## src/rtl/cache_flush_pkg.sv

```systemverilog
// Shared types for the cache flush sequencer: FSM state encoding and the
// lowest-dirty-way selector used by the dirty-scan build.
package cache_flush_pkg;

  typedef enum logic [2:0] {
    IDLE,
    READ,
    CHECK,
    WB,
    CLEAN,
    INVAL,
    DONE
  } flush_state_e;

  localparam int unsigned MAXWAYS = 32;

  // Lowest set bit of a way mask as a one-hot vector (zero stays zero).
  function automatic logic [MAXWAYS-1:0] priorityonehot(input logic [MAXWAYS-1:0] mask);
    return mask & (~mask + MAXWAYS'(1));
  endfunction

endpackage

```

## src/rtl/cache_flush_if.sv

```systemverilog
// Flush sequencer bundle: requests and dirty bits toward the sequencer,
// array select and writeback/clear/invalidate strobes back to the cache.
interface cache_flush_if #(
  parameter int unsigned NUMWAYS  = 4,
  parameter int unsigned NUMLINES = 128
);
  localparam int unsigned SETLEN = $clog2(NUMLINES);

  logic               FlushReq;
  logic               InvalReq;
  logic [NUMWAYS-1:0] DirtyWay;
  logic               WritebackAck;
  logic               Busy;
  logic [SETLEN-1:0]  FlushSet;
  logic [NUMWAYS-1:0] FlushWay;
  logic               WritebackReq;
  logic               ClearDirty;
  logic               InvalidateCache;
  logic               FlushDone;

  modport master (
    input  FlushReq, InvalReq, DirtyWay, WritebackAck,
    output Busy, FlushSet, FlushWay, WritebackReq, ClearDirty, InvalidateCache, FlushDone
  );

  modport slave (
    output FlushReq, InvalReq, DirtyWay, WritebackAck,
    input  Busy, FlushSet, FlushWay, WritebackReq, ClearDirty, InvalidateCache, FlushDone
  );

endinterface

```

## src/rtl/cache_flush_idx.sv

```systemverilog
// Set/way scan position of the flush sequencer. With CACHE_FLUSH_DIRTYSCAN_EN
// the way is loaded from the dirty-way selection instead of being stepped.
module cache_flush_idx #(
  parameter int unsigned NUMWAYS  = 4,
  parameter int unsigned NUMLINES = 128,
  localparam int unsigned SETLEN  = $clog2(NUMLINES)
) (
  input  logic               clk,
  input  logic               reset,
  input  logic               start,
  input  logic               adv,
`ifdef CACHE_FLUSH_DIRTYSCAN_EN
  input  logic               ld,
  input  logic [NUMWAYS-1:0] sel,
`endif
  output logic [SETLEN-1:0]  set_idx,
  output logic [NUMWAYS-1:0] way_oh,
  output logic               last
);

`ifdef CACHE_FLUSH_DIRTYSCAN_EN
  assign last = (set_idx == SETLEN'(NUMLINES - 1));

  // Way is zero between sets; a dirty selection is loaded per writeback.
  always_ff @(posedge clk or posedge reset) begin
    if (reset) begin
      set_idx <= '0;
      way_oh  <= '0;
    end else if (start) begin
      set_idx <= '0;
      way_oh  <= '0;
    end else if (adv) begin
      set_idx <= last ? '0 : set_idx + SETLEN'(1);
      way_oh  <= '0;
    end else if (ld) begin
      way_oh  <= sel;
    end
  end
`else
  assign last = (set_idx == SETLEN'(NUMLINES - 1)) && way_oh[NUMWAYS-1];

  // One-hot way rotates; carrying out of the last way bumps the set.
  always_ff @(posedge clk or posedge reset) begin
    if (reset) begin
      set_idx <= '0;
      way_oh  <= '0;
    end else if (start) begin
      set_idx <= '0;
      way_oh  <= NUMWAYS'(1);
    end else if (adv) begin
      if (last) begin
        set_idx <= '0;
        way_oh  <= '0;
      end else if (way_oh[NUMWAYS-1]) begin
        set_idx <= set_idx + SETLEN'(1);
        way_oh  <= NUMWAYS'(1);
      end else begin
        way_oh  <= way_oh << 1;
      end
    end
  end
`endif

endmodule

```

## src/rtl/cache_flush_ctrl.sv

```systemverilog
// Cache flush sequencer: walks every set/way, writes back and cleans dirty lines,
// optionally invalidates the whole cache. Build macro: CACHE_FLUSH_DIRTYSCAN_EN.
module cache_flush_ctrl
  import cache_flush_pkg::*;
#(
  parameter int unsigned NUMWAYS  = 4,
  parameter int unsigned NUMLINES = 128
) (
  input logic            clk,
  input logic            reset,
  cache_flush_if.master  bus
);

  localparam int unsigned SETLEN = $clog2(NUMLINES);

  flush_state_e       state;
  flush_state_e       adv_state_c;
  logic               inv_q;
  logic               busy_q, wbreq_q, clr_q, inval_q, done_q;
  logic               start_c, adv_c, dirty_c, last_c;
  logic [SETLEN-1:0]  set_idx;
  logic [NUMWAYS-1:0] way_oh;

`ifdef CACHE_FLUSH_DIRTYSCAN_EN
  logic [NUMWAYS-1:0] pend_q, cur_c, sel_c;
  logic               fresh_q;
`endif

  // Index control and the state reached by moving past the current line.
  always_comb begin
    start_c = (state == IDLE) && bus.FlushReq;
`ifdef CACHE_FLUSH_DIRTYSCAN_EN
    cur_c   = fresh_q ? bus.DirtyWay : pend_q;
    sel_c   = NUMWAYS'(priorityonehot(MAXWAYS'(cur_c)));
    dirty_c = |cur_c;
    adv_c   = (state == CHECK) && !dirty_c;
`else
    dirty_c = |(bus.DirtyWay & way_oh);
    adv_c   = ((state == CHECK) && !dirty_c) || (state == CLEAN);
`endif
    if (!last_c)    adv_state_c = READ;
    else if (inv_q) adv_state_c = INVAL;
    else            adv_state_c = DONE;
  end

  cache_flush_idx #(
    .NUMWAYS  (NUMWAYS),
    .NUMLINES (NUMLINES)
  ) u_idx (
    .clk     (clk),
    .reset   (reset),
    .start   (start_c),
    .adv     (adv_c),
`ifdef CACHE_FLUSH_DIRTYSCAN_EN
    .ld      ((state == CHECK) && dirty_c),
    .sel     (sel_c),
`endif
    .set_idx (set_idx),
    .way_oh  (way_oh),
    .last    (last_c)
  );

  always_ff @(posedge clk or posedge reset) begin
    if (reset) begin
      state   <= IDLE;
      inv_q   <= 1'b0;
      busy_q  <= 1'b0;
      wbreq_q <= 1'b0;
      clr_q   <= 1'b0;
      inval_q <= 1'b0;
      done_q  <= 1'b0;
`ifdef CACHE_FLUSH_DIRTYSCAN_EN
      pend_q  <= '0;
      fresh_q <= 1'b0;
`endif
    end else begin
      clr_q   <= 1'b0;
      inval_q <= 1'b0;
      done_q  <= 1'b0;
      case (state)
        IDLE: begin
          if (bus.FlushReq) begin
            state  <= READ;
            busy_q <= 1'b1;
            inv_q  <= bus.InvalReq;
          end else if (bus.InvalReq) begin
            state   <= INVAL;
            busy_q  <= 1'b1;
            inval_q <= 1'b1;
          end
        end
        READ: begin
          state <= CHECK;
`ifdef CACHE_FLUSH_DIRTYSCAN_EN
          fresh_q <= 1'b1;
`endif
        end
        CHECK: begin
`ifdef CACHE_FLUSH_DIRTYSCAN_EN
          fresh_q <= 1'b0;
          pend_q  <= cur_c;
`endif
          if (dirty_c) begin
            state   <= WB;
            wbreq_q <= 1'b1;
          end else begin
            state   <= adv_state_c;
            inval_q <= (adv_state_c == INVAL);
            done_q  <= (adv_state_c == DONE);
          end
        end
        WB: begin
          if (bus.WritebackAck) begin
            state   <= CLEAN;
            wbreq_q <= 1'b0;
            clr_q   <= 1'b1;
          end
        end
        CLEAN: begin
`ifdef CACHE_FLUSH_DIRTYSCAN_EN
          // Remaining dirty ways of this set are served without a re-read.
          state  <= CHECK;
          pend_q <= pend_q & ~way_oh;
`else
          state   <= adv_state_c;
          inval_q <= (adv_state_c == INVAL);
          done_q  <= (adv_state_c == DONE);
`endif
        end
        INVAL: begin
          state  <= DONE;
          done_q <= 1'b1;
        end
        DONE: begin
          state  <= IDLE;
          busy_q <= 1'b0;
          inv_q  <= 1'b0;
        end
        default: begin
          state   <= IDLE;
          busy_q  <= 1'b0;
          wbreq_q <= 1'b0;
          inv_q   <= 1'b0;
        end
      endcase
    end
  end

  assign bus.Busy            = busy_q;
  assign bus.FlushSet        = set_idx;
  assign bus.FlushWay        = way_oh;
  assign bus.WritebackReq    = wbreq_q;
  assign bus.ClearDirty      = clr_q;
  assign bus.InvalidateCache = inval_q;
  assign bus.FlushDone       = done_q;

endmodule

```

## src/flat_wrapper.sv

```systemverilog
// flat-port wrapper written by rule: the top's interface ports become plain ports
module cache_flush_ctrl_flat import cache_flush_pkg::*;
#(
  parameter int unsigned NUMWAYS  = 4,
  parameter int unsigned NUMLINES = 128
)
  (clk, reset, bus_FlushReq, bus_InvalReq, bus_DirtyWay, bus_WritebackAck, bus_Busy, bus_FlushSet, bus_FlushWay, bus_WritebackReq, bus_ClearDirty, bus_InvalidateCache, bus_FlushDone);
  cache_flush_if #(.NUMWAYS(NUMWAYS), .NUMLINES(NUMLINES)) bus_i ();
  input logic clk;
  input logic reset;
  input wire logic [$bits(bus_i.FlushReq)-1:0] bus_FlushReq;
  input wire logic [$bits(bus_i.InvalReq)-1:0] bus_InvalReq;
  input wire logic [$bits(bus_i.DirtyWay)-1:0] bus_DirtyWay;
  input wire logic [$bits(bus_i.WritebackAck)-1:0] bus_WritebackAck;
  output wire logic [$bits(bus_i.Busy)-1:0] bus_Busy;
  output wire logic [$bits(bus_i.FlushSet)-1:0] bus_FlushSet;
  output wire logic [$bits(bus_i.FlushWay)-1:0] bus_FlushWay;
  output wire logic [$bits(bus_i.WritebackReq)-1:0] bus_WritebackReq;
  output wire logic [$bits(bus_i.ClearDirty)-1:0] bus_ClearDirty;
  output wire logic [$bits(bus_i.InvalidateCache)-1:0] bus_InvalidateCache;
  output wire logic [$bits(bus_i.FlushDone)-1:0] bus_FlushDone;
  assign bus_i.FlushReq = bus_FlushReq;
  assign bus_i.InvalReq = bus_InvalReq;
  assign bus_i.DirtyWay = bus_DirtyWay;
  assign bus_i.WritebackAck = bus_WritebackAck;
  assign bus_Busy = bus_i.Busy;
  assign bus_FlushSet = bus_i.FlushSet;
  assign bus_FlushWay = bus_i.FlushWay;
  assign bus_WritebackReq = bus_i.WritebackReq;
  assign bus_ClearDirty = bus_i.ClearDirty;
  assign bus_InvalidateCache = bus_i.InvalidateCache;
  assign bus_FlushDone = bus_i.FlushDone;
  cache_flush_ctrl #(.NUMWAYS(NUMWAYS), .NUMLINES(NUMLINES)) u_core (.clk(clk), .reset(reset), .bus(bus_i));
endmodule
```

## config.mk

```make
export PLATFORM = sky130hd
export DESIGN_NAME = cache_flush_ctrl_flat
export DESIGN_NICKNAME = d
export VERILOG_FILES = /design/src/rtl/cache_flush_pkg.sv /design/src/rtl/cache_flush_if.sv /design/src/rtl/cache_flush_idx.sv /design/src/rtl/cache_flush_ctrl.sv /design/src/flat_wrapper.sv
export SDC_FILE = /design/constraint.sdc
export NUM_CORES = 1
export LEC_CHECK = 0
export CORE_MARGIN = 2
export CORE_UTILIZATION = 46
export DETAILED_ROUTE_END_ITERATION = 10
export PLACE_DENSITY = 0.77
export SLEW_MARGIN = 20
export SYNTH_ARGS = -nofsm -noshare
export SYNTH_HDL_FRONTEND = slang
export SYNTH_SLANG_ARGS = --single-unit
```

## constraint.sdc

```tcl
create_clock -name clk -period 1.52 [get_ports clk]
set_input_delay 0.304 -clock clk [delete_from_list [all_inputs] [get_ports clk]]
set_output_delay 0.304 -clock clk [all_outputs]
set_load 0.03 [all_outputs]
```

==> results.yml <==
setup_path:
  end_kind: "register"
  crit_arrival_ns: 1.81
  crit_fanout: 5
  cp.required_ns: 1.74
  ff2ff_path_depth: 5
  start_kind: "register"
  worst-setup-path-type: "reg2reg"
floorplanning:
  dieArea_um2: 3260
  rows: 19
  io_pins: 25
  die_y_um: 57.1
  fp.dieW_um: 57.1
  core-area_um2: 2710
  start_util_pct: 47.9
run_status:
  status: "complete, but fails checks"
  failed_checks: "setup timing"
placement:
  io_buffers: 24
  place_inst: 211
  place_area_um2: 1760
  place_congestion: 0.893
  hpwl_um: 2700
  pre_cts_ws_ns: -0.362
power_and_ir_drop:
  clockPowerShare_pct: 8.2
  power_frac_comb_pct: 68.3
  seqPwrFrac_pct: 23.5
  p_switching_mw: 1.84
  p_per_area_nw_per_um2: 2000
  peakVddDrop_v: 0.00176
  p_sw_share_pct: 45.4
  p_leak_nw: 0.934
  power_mw: 4.05
  internal-power_mw: 2.22
sta:
  slew_headroom_pct: 79.8
  setup_viol: 5
  whs_ns: 0.303
  slew_viol_final: 0
  worst_pin_slew_ns: 0.301
  setup_slack_ns: -0.0686
  hold_viol_final: 0
  final.period_utilization_pct: 105
  skew_ns: 0.00752
  rsz0062_at_grt: "true"
  max_freq_ghz: 0.629
  finalCriticalPeriod_ns: 1.59
grt:
  grt_pass1_vias: 1315
  grt_pass1_wl_um: 6090
  antenna_found_initial: 0
  grt_start_max_net_pins: 21
  gr-total-overflow: 0
  track_usage_pct: 23.2
clock_network:
  clockBufferDepth: 2
  path_clk_slew_ns: 0.12
  htree_levels: 1
  cts_tree: "done"
  clock-sinks: 20
  clock_latency_ns: 0.32
  cts_root_buffer: "clkbuf_4"
  numCtsBuffers: 3
  cts_hold_buf: 0
routing:
  drtAntennaViolNets: 0
  vias: 1441
  drc: 0
  drt_wl_total_um: 4300
  firstDrtPassIters: 5
  drt_iter0_drc: 72
  vias_per_cell: 6.21
  wl_per_cell_um: 18.5
synthesis:
  syn_inst: 139
  async_flop_share_pct: 100
  synth-seq-area-share_pct: 38.6
  yosysTopAreaCell: "dfrtp_1"
  syn_nets: 149
  synth_common_cells: "20 x dfrtp_1, 16 x nand2_1, 8 x a21oi_1, 8 x o21ai_0, 7 x nor2_1"
  ys_seq_elements: 20
  netlist_area_um2: 1300
  ys.flop_type: "dfrtp_1"
  netlist-cell-type-count: 46
  yosysMostFrequentCell: "dfrtp_1"
  synth_edf_count: 0
  yosys_warnings: 0
  postSynthAreaPerCell_um2: 9.33
  yosysTopAreaCellShare_pct: 38.6
  synth.area.top_cells: "dfrtp_1 39%, nand2_1 4.6%, a22oi_4 3.3%, a21oi_1 3.1%, o21ai_0 3.1%"
final_layout:
  drive_gt1_share_pct: 42.8
  fin_nets: 212
  final_area_um2: 2030
  fin_cells: 232
  area_growth_pct: 56.1
  n_antenna_cell: 0
hold_path:
  hp-class: "in2async"
job:
  cap_violations: 0
power groups by stage:
| stage | logic, mW | registers (mW) | clock network (mW) |
|---|---|---|---|
| floorplan | 1.12 | 1.15 | 0 |
| global placement | 2.11 | 0.981 | 0 |
| detailed placement | 2.19 | 0.990 | 0 |
| CTS | 2.33 | 0.951 | 0.322 |
| global route | 2.92 | 0.974 | 0.362 |
| finish | 2.77 | 0.954 | 0.331 |
what timing repair did:
item	4_1_cts	5_1_grt
pin swaps	4	14
endpoints found under the setup margin	25	17
setup buffers	9	7
resized for setup	24	26
cloned	0	1
layout by cell type, fill, tap and decap left out, types with 3 or more instances in the layout:
cell type / Yosys / final
clkdlybuf4s50_1: 0 / 7
a31oi_1: 5 / 4
o21a_1: 3 / 3
nor2_1: 7 / 7
nand3_1: 3 / 3
dfrtp_2: 0 / 9
dfrtp_1: 20 / 11
a21oi_2: 0 / 3
nor3_1: 4 / 3
buf_4: 0 / 35
buf_6: 2 / 3
a21oi_1: 8 / 5
o211ai_1: 3 / 3
clkbuf_4: 0 / 3
dlygate4sd2_1: 0 / 12
nand2_1: 16 / 14
o21ai_0: 8 / 6
inv_1: 6 / 6
a32oi_1: 4 / 4
cells by family (layout without fill, tap and decap cells):
kind of cell,count (synthesis),in the layout,synth area share (%)
DFF,20,20,38.6
and+or+nand+nor,53,53,22.9
adders and majority gates,1,1,0.964
buffers and inverters,13,75,5.11
muxes,2,2,1.64
AOI/OAI and AO/OA,50,50,30.9
per-layer routing:
layer	global-route usage [%]	up-vias	wire, µm
li1	-	654	-
met1	31.2	699	1790
met2	39.7	79	2120
met3	2.95	9	299
met4	5.98	0	92
met5	0	-	0
through the flow:
stage                     util, %  TNS (ns)
after detailed placement     64.9     -4.01
final                        74.7    -0.241
after floorplan                 -   -0.0670
after global routing         74.7    -0.584
after CTS                    69.0  -0.00753
after global placement       64.9     -3.19
path summary, 6_finish.rpt:
kind	startpoint	end	slack (ns)
min reg2reg	u_core.bus.Busy	u_core.bus.Busy	0.51
min	reset	u_core.u_idx.way_oh[2]	0.30
min in group clk	u_core.bus.Busy	u_core.bus.Busy	0.51
max reg2reg	u_core.state[2]	u_core.u_idx.set_idx[3]	-0.07
max in group asynchronous	reset	u_core.u_idx.way_oh[0]	0.98
max	u_core.state[2]	u_core.u_idx.set_idx[3]	-0.07
worst max-delay path, cell delays in order, from the launching register on:
cell,delay [ns]
dfrtp_2,0.49
buf_6,0.15
nor4b_4,0.35
a31oi_4,0.08
a22o_1,0.19
a32o_1,0.20
cell type report:
| cell class | count | area, µm² |
|---|---|---|
| multi-input cells | 106 | 846 |
| repair buffers | 65 | 571 |
| inverters | 6 | 22.5 |
| well taps | 31 | 38.8 |
| clock buffers | 4 | 36.3 |
| fillers | 187 | 684 |
| flip-flops and latches | 20 | 512 |
flip-flops by register name (all words and copies together) (netlist names):
signal / cells
u_core.bus.ClearDirty: 1
u_core.bus.Busy: 1
u_core.inv_q: 1
u_core.state: 3
u_core.bus.WritebackReq: 1
u_core.u_idx.set_idx: 7
u_core.u_idx.way_oh: 4
u_core.bus.InvalidateCache: 1
u_core.bus.FlushDone: 1
(Power assumes the default switching activity.)
